<file path="src/rtl/uart_pkg.sv">
// Shared types for the UART blocks: transmitter state encoding and the
// per-frame configuration captured when a word is popped.
package uart_pkg;

  localparam int DIVW_DEF = 16;

  typedef enum logic [2:0] {IDLE, START, DATA, PARITY, STOP} tx_state_t;

  typedef struct packed {
    logic [DIVW_DEF-1:0] baud_div;
    logic                parity_en;
    logic                parity_odd;
    logic                stop2;
  } uart_cfg_t;

endpackage

</file>
<file path="src/rtl/uart_baud_gen.sv">
// Bit-period counter: counts 0..D-1 with D = max(div,1), restarts on clear.
// bit_end is high during the last cycle of each bit; bit_end_nxt is its look-ahead.
module uart_baud_gen
  import uart_pkg::*;
#(
  parameter int DIVW = DIVW_DEF
) (
  input  logic            rclk,
  input  logic            rrst_n,
  input  logic            clear,
  input  logic [DIVW-1:0] div,
  output logic            bit_end,
  output logic            bit_end_nxt
);

  logic [DIVW-1:0] per;
  logic [DIVW-1:0] cnt;
  logic [DIVW-1:0] cnt_nxt;

  always_comb begin
    per         = (div == '0) ? DIVW'(1) : div;
    cnt_nxt     = (clear || (cnt >= per - DIVW'(1))) ? '0 : cnt + DIVW'(1);
    bit_end_nxt = (cnt_nxt == per - DIVW'(1));
  end

  always_ff @(posedge rclk) begin
    if (!rrst_n) begin
      cnt     <= '0;
      bit_end <= 1'b0;
    end else begin
      cnt     <= cnt_nxt;
      bit_end <= bit_end_nxt;
    end
  end

endmodule

</file>
<file path="src/rtl/uart_tx.sv">
// UART transmitter draining a first-word-fall-through FIFO read port.
// All outputs are registered from next-state values so txd/busy/frame_done line up with the FSM.
module uart_tx
  import uart_pkg::*;
#(
  parameter int DSIZE = 8,
  parameter int DIVW  = DIVW_DEF
) (
  input  logic             rclk,
  input  logic             rrst_n,
  input  logic             tx_en,
  input  logic [DIVW-1:0]  baud_div,
  input  logic             parity_en,
  input  logic             parity_odd,
  input  logic             stop2,
  input  logic [DSIZE-1:0] rdata,
  input  logic             rempty,
  output logic             rinc,
  output logic             txd,
  output logic             busy,
  output logic             frame_done
);

  localparam int BW = (DSIZE > 1) ? $clog2(DSIZE) : 1;

  tx_state_t        state, state_n;
  logic [BW-1:0]    bit_idx, bit_idx_n;
  logic             stop_idx, stop_idx_n;
  logic [DSIZE-1:0] shreg, shreg_n;
  uart_cfg_t        cfg_q, cfg_n;
  logic             par_q, par_n;
  logic             bit_end, bit_end_nxt;
  logic             stop_last, pop;
  logic             txd_d, busy_d, frame_done_d;

  // A pop is allowed from IDLE, or as a look-ahead in the final STOP cycle.
  assign stop_last = (stop_idx == cfg_q.stop2);
  assign pop       = rrst_n && tx_en && !rempty &&
                     ((state == IDLE) || ((state == STOP) && bit_end && stop_last));
  assign rinc      = pop;

  uart_baud_gen #(
    .DIVW(DIVW_DEF)
  ) u_baud (
    .rclk       (rclk),
    .rrst_n     (rrst_n),
    .clear      (pop),
    .div        (cfg_n.baud_div),
    .bit_end    (bit_end),
    .bit_end_nxt(bit_end_nxt)
  );

  always_ff @(posedge rclk) begin
    if (!rrst_n) begin
      state    <= IDLE;
      bit_idx  <= '0;
      stop_idx <= 1'b0;
    end else begin
      state    <= state_n;
      bit_idx  <= bit_idx_n;
      stop_idx <= stop_idx_n;
    end
  end

  always_ff @(posedge rclk) begin
    shreg <= shreg_n;
    cfg_q <= cfg_n;
    par_q <= par_n;
  end

  // Parity accumulates over the captured word as it shifts out, seeded with the odd flag.
  always_comb begin
    state_n    = state;
    bit_idx_n  = bit_idx;
    stop_idx_n = stop_idx;
    shreg_n    = shreg;
    cfg_n      = cfg_q;
    par_n      = par_q;
    case (state)
      IDLE: ;
      START: begin
        if (bit_end) begin
          state_n   = DATA;
          bit_idx_n = '0;
          par_n     = cfg_q.parity_odd;
        end
      end
      DATA: begin
        if (bit_end) begin
          shreg_n = shreg >> 1;
          par_n   = par_q ^ shreg[0];
          if (bit_idx == BW'(DSIZE - 1)) begin
            state_n    = cfg_q.parity_en ? PARITY : STOP;
            stop_idx_n = 1'b0;
          end else begin
            bit_idx_n = bit_idx + BW'(1);
          end
        end
      end
      PARITY: begin
        if (bit_end) begin
          state_n    = STOP;
          stop_idx_n = 1'b0;
        end
      end
      STOP: begin
        if (bit_end) begin
          if (stop_last) state_n = IDLE;
          else           stop_idx_n = 1'b1;
        end
      end
      default: state_n = IDLE;
    endcase
    if (pop) begin
      state_n  = START;
      shreg_n  = rdata;
      cfg_n    = '{baud_div: DIVW_DEF'(baud_div), parity_en: parity_en,
                   parity_odd: parity_odd, stop2: stop2};
    end
  end

  always_comb begin
    txd_d = 1'b1;
    case (state_n)
      START:   txd_d = 1'b0;
      DATA:    txd_d = shreg_n[0];
      PARITY:  txd_d = par_n;
      default: txd_d = 1'b1;
    endcase
    busy_d       = (state_n != IDLE);
    frame_done_d = (state_n == STOP) && bit_end_nxt && (stop_idx_n == cfg_n.stop2);
  end

  always_ff @(posedge rclk) begin
    if (!rrst_n) begin
      txd        <= 1'b1;
      busy       <= 1'b0;
      frame_done <= 1'b0;
    end else begin
      txd        <= txd_d;
      busy       <= busy_d;
      frame_done <= frame_done_d;
    end
  end

endmodule

</file>
<file path="config.mk">
export PLATFORM = sky130hd
export DESIGN_NAME = uart_tx
export DESIGN_NICKNAME = d
export VERILOG_FILES = /design/src/rtl/uart_pkg.sv /design/src/rtl/uart_baud_gen.sv /design/src/rtl/uart_tx.sv
export SDC_FILE = /design/constraint.sdc
export NUM_CORES = 1
export LEC_CHECK = 0
export BUFFER_PORTS_ARGS = -buffer_cell sky130_fd_sc_hd__buf_2
export CAP_MARGIN = 20
export CORE_MARGIN = 1
export CORE_UTILIZATION = 40
export CTS_CLUSTER_DIAMETER = 30
export DETAILED_ROUTE_END_ITERATION = 7
export SYNTH_ARGS = -nofsm -noshare
export SYNTH_HDL_FRONTEND = slang
export SYNTH_SLANG_ARGS = --single-unit
</file>
<file path="constraint.sdc">
create_clock -name rclk -period 6 [get_ports rclk]
set_input_delay 0.6 -clock rclk [delete_from_list [all_inputs] [get_ports rclk]]
set_output_delay 0.6 -clock rclk [all_outputs]
set_load 0.01 [all_outputs]
</file>
==> flow_summary.ini, run 1 <==
[synth]
syn_inst = 417
synth_cell_types = 61
postSynthAreaPerCell_um2 = 8.91
seq_area_frac_synth_pct = 32.1
yosysTopAreaCellShare_pct = 24.8
async_flop_share_pct = 0
netlist_area_mm2 = 0.00371
synth_nets = 469
ys_seq_elements = 55
yosysWarnings = 0
synth_top_cell_by_area = dfxtp_1
synth_flop_cell = dfxtp_1
synth_edf_count = 9
synthTopCellsByArea = dfxtp_1, edfxtp_1, ha_1

[placed_design]
place_hpwl_um = 7040
place_ws_ps = 140
numPortBuffers = 34
dpl.cell_count = 559
placed_cell_area_mm2 = 0.00404
gp_congestion = 0.875

[clocking]
h-tree-depth = 2
clk_path_buf_depth = 2
clock-sinks = 55
cts.clk_slew.worst_paths_ps = 110
clk_latency_ps = 320
cts_tree = built
cts_root_buf = clkbuf_8
cts_hold_buf = 0
cts_buffers = 5

[die]
core_mm2 = 0.00885
num_io_pins = 35
fp-row-count = 34
fp.dieW_um = 98.4
die_area_mm2 = 0.00967
start_util_pct = 42.0
die_h_um = 98.4

[critical_path]
path_max_fanout = 6
startpoint_type = flip-flop
endpoint_kind = flip-flop
cp_cell_sequence = inv_1 > ha_1 > nand2b_1 > a2111oi_4 > buf_6 > mux2_2 > nor2_2 > ha_2 > or4b_4 > nor4_2 > xnor2_1 > mux2i_1 > inv_1 > ha_1 > and4_1 > o2111ai_1 > a31o_2 > a31oi_4 > or2_4 > nand3_1 > a211o_1 > or4_1 > nor3_1
path_buf_inv = 3
worst_ep_arrival_time_ps = 5990
slowest_delay_ps = 540
crit_family = simple AND/OR/NAND/NOR gates
crit_type = flip-flop to flip-flop
cpMaxStageDelayCell = or4b_4
cp.required_ps = 6250

[timing]
finalHoldViolCount = 0
finalSetupViolations = 0
maxSlewHeadroom_pct = 49.2
fin_worst_skew_ps = 9.59
tns_ps = 0
max_freq_ghz = 0.174
slew_violations = 0
tightest_slew_ps = 754
fin_ws_ps = 254
fin_crit_sh_pct = 95.8
timing.hold.ws_ps = 443
period_needed_ps = 5750

[worst_hold_path]
hold_class = primary input to flip-flop

[layout]
syn_to_final_growth_pct = 15.5
num-nets-final = 517
final_area_mm2 = 0.00429
layout_common_cells = dfxtp_1, nor2_1, buf_2
drive_gt1_share_pct = 21.7
finalNonFillerCells = 574
layout_commonest_cell = dfxtp_1
post-route-util_pct = 48.5
n_antenna_cell = 0

[route]
detail_route.iter0.violations = 125
vias_per_cell = 5.61
drc = 0
num_vias = 3220
wirelength_um = 9200
drtAntennaViolNets = 0
drt_first_pass_iters = 6
post_drt_wl_per_cell_um = 16.0

[global_routing]
first_global_vias = 3089
grt_usage_pct = 19.4
overflow = 0
grt_pass1_wl_um = 15100
grt_max_degree = 19
grt_antenna_before_repair = 0

[pwr]
power.leakage_nw = 1.71
ir_worst_vdd_v = 0.000106
power_density_mw_per_mm2 = 227
power.total_uw = 975

[outcome]
status = complete, no violations

[job]
cap_viol_max_count = 0
==> area by class of cell <==
cell class	count	area [um2]
fillers	870	4560
multi-input cells	324	2440
flip-flops and latches	55	1190
repair buffers	54	325
well taps	108	135
inverters	25	93.8
clock buffers	6	82.6
clock inverters	2	17.5
==> worst reg2reg max path: stages (launching register included) <==
cell	delay, ps
dfxtp_1	370
inv_1	50
ha_1	270
nand2b_1	190
a2111oi_4	430
buf_6	200
mux2_2	390
nor2_2	140
ha_2	200
or4b_4	540
nor4_2	230
xnor2_1	110
mux2i_1	170
inv_1	60
ha_1	260
and4_1	220
o2111ai_1	120
a31o_2	260
a31oi_4	190
or2_4	200
nand3_1	90
a211o_1	270
or4_1	540
nor3_1	180
==> final timing paths <==
kind / startpoint / endpoint / slack, ps / cells after the start
hold reg to reg: bit_idx[1] / bit_idx[1] / 510 / 2
setup reg to reg: stop_idx / u_baud.bit_end / 250 / 23
hold / removal: parity_odd / cfg_q[1] / 440 / 1
setup / recovery: stop_idx / u_baud.bit_end / 250 / 23
==> timing repair <==
action	4_1_cts	5_1_grt
setup endpoints to repair	0	3
setup buffers	0	7
gates resized for setup	0	20
==> cells in the mapped netlist (all sizes together) (12+ instances only) <==
cell type / n
dfxtp: 46
nor2: 43
inv: 25
nand2: 22
xnor2: 22
ha: 21
mux2i: 21
nor3: 19
xor2: 18
nand3: 17
a21oi: 12
mux2: 12
==> flip-flops by register name (all words and copies together), names as in the netlist <==
name	count
frame_done	1
bit_idx	3
busy	1
par_q	1
u_baud.bit_end	1
shreg	8
txd	1
stop_idx	1
cfg_q	19
u_baud.cnt	16
state	3
==> report_power, final <==
group	leakage [nW]	internal, mW	switching (mW)
clock	0.0522	0.0971	0.136
combinational	1.19	0.136	0.165
sequential	0.467	0.406	0.0342
==> routing by layer <==
metal	share of wire, %	track usage [%]
met1	48	26.6
met2	47	32.1
met3	3.5	2.65
met4	0.97	5.17
met5	0	0
==> cells by family after synthesis <==
logic type	share of synthesized area (%)
buffers and inverters	4.65
DFF	32.1
AOI/OAI and AO/OA	13.7
and+or+nand+nor	22.9
muxes	9.40
xor gates and xnor gates	10.1
adders and majority gates	7.08
(Power assumes the default switching activity.)
==> inputs of run 2 (changes only) <==
--- a/config.mk
+++ b/config.mk
@@ -7,6 +7,7 @@
 export LEC_CHECK = 0
 export BUFFER_PORTS_ARGS = -buffer_cell sky130_fd_sc_hd__buf_2
 export CAP_MARGIN = 20
+export CORE_ASPECT_RATIO = 1.25
 export CORE_MARGIN = 1
 export CORE_UTILIZATION = 40
 export CTS_CLUSTER_DIAMETER = 30
==> flow_summary.ini, run 2 (synthesis results as in run 1) <==
[outcome]
status = complete, no violations

[placed_design]
numPortBuffers = 34
place_ws_ps = 38.5
placed_cell_area_mm2 = 0.00407
gp_congestion = 0.885
dpl.cell_count = 573
place_hpwl_um = 7120

[layout]
drive_gt1_share_pct = 21.5
regMostFlops = cfg_q
layout_common_cells = dfxtp_1, nor2_1, buf_2
n_antenna_cell = 0
final_area_mm2 = 0.00430
finalNonFillerCells = 586
syn_to_final_growth_pct = 15.8
largest_register_ffs = 19
num-nets-final = 517
post-route-util_pct = 48.6
layout_commonest_cell = dfxtp_1
top_regs = cfg_q x19, u_baud.cnt x16, shreg x8

[route]
met1_length_um = 3780
wl_met3_um = 290
vias_per_cell = 5.48
top_layer = met4
drt_first_pass_iters = 4
drc = 0
detail_route.iter0.violations = 174
wl_met2_um = 4680
num_vias = 3209
drtAntennaViolNets = 0
wirelength_um = 9010
post_drt_wl_per_cell_um = 15.4

[clocking]
cts_hold_buf = 0
clock-sinks = 55
cts_tree = built
clk_path_buf_depth = 2
cts.clk_slew.worst_paths_ps = 90
clk_latency_ps = 320
cts_buffers = 5
cts_root_buf = clkbuf_8
h-tree-depth = 2

[die]
fp-row-count = 38
num_io_pins = 35
fp.dieW_um = 88.2
die_area_mm2 = 0.00968
die_h_um = 110
core_mm2 = 0.00884
start_util_pct = 42.0

[critical_path]
cp.required_ps = 6250
endpoint_kind = flip-flop
path_max_fanout = 6
crit_type = flip-flop to flip-flop
worst_ep_arrival_time_ps = 5980
startpoint_type = flip-flop
reg2reg_depth = 22

[timing]
maxSlewHeadroom_pct = 57.2
fin_ws_ps = 266
fin_worst_skew_ps = 10.7
finalHoldViolCount = 0
tns_ps = 0
period_needed_ps = 5730
finalSetupViolations = 0
timing.hold.ws_ps = 455
tightest_slew_ps = 638
slew_violations = 0
max_freq_ghz = 0.174
fin_crit_sh_pct = 95.6

[worst_hold_path]
hold_depth = 1
hold_class = primary input to flip-flop

[pwr]
power_density_mw_per_mm2 = 228
power.total_uw = 979
ir_worst_vdd_v = 0.000111
power.leakage_nw = 1.71

[global_routing]
overflow = 0
grt_usage_pct = 19.8
first_global_vias = 3075
grt_max_degree = 31
grt_pass1_wl_um = 14700
grt_antenna_before_repair = 0

[job]
cap_viol_max_count = 0
==> run 2: cell types whose count changed in the layout (fill, tap and decap cells not counted), sizes merged <==
cell    before  now
bufinv       0    1
clkbuf       6    5
clkinv       0    2
inv         27   25
==> run 2: worst paths after layout <==
kind / from / endpoint / slack (ps)
max: stop_idx / frame_done / 270
min: parity_odd / cfg_q[1] / 460
max reg2reg: stop_idx / frame_done / 270
min reg2reg: cfg_q[15] / cfg_q[15] / 500
==> run 2: worst max-delay path: stages (launching register included) <==
cell and delay [ps]:
dfxtp_1 370, inv_1 60, ha_1 270, nand2b_1 190, a2111oi_4 520, buf_4 190
mux2_2 370, nor2_2 130, ha_2 220, or4b_4 540, nor3_2 200, xor2_1 170
mux2i_1 120, ha_1 310, and4_1 200, o2111ai_1 120, a31o_2 230, a31oi_2 190
or2_4 190, nand3_1 80, a211o_1 280, or4_4 540, nor3_2 160
==> run 2: layer usage <==
metal / up-vias / track usage [%]
met1: 1518 / 21.6
li1: 1611 / -
met5: - / 0
met2: 61 / 36.6
met4: 0 / 8.99
met3: 19 / 3.30
==> run 2: repair_timing <==
item                       in CTS  in global routing
resized for setup               0                 18
setup endpoints to repair       0                  2
buffers inserted                0                  5
==> run 2: area by class of cell <==
class | count | area [um2]
inverters | 25 | 93.8
well taps | 120 | 150
clock inverters | 3 | 38.8
multi-input cells | 324 | 2430
flip-flops and latches | 55 | 1190
fillers | 873 | 4540
clock buffers | 5 | 68.8
repair buffers | 54 | 324
==> run 2: where the power goes <==
part	switching (mW)	internal (mW)	leakage, nW
Sequential	0.0340	0.406	0.467
Clock	0.123	0.122	0.0556
Combinational	0.161	0.133	1.18
Total	0.318	0.661	1.71
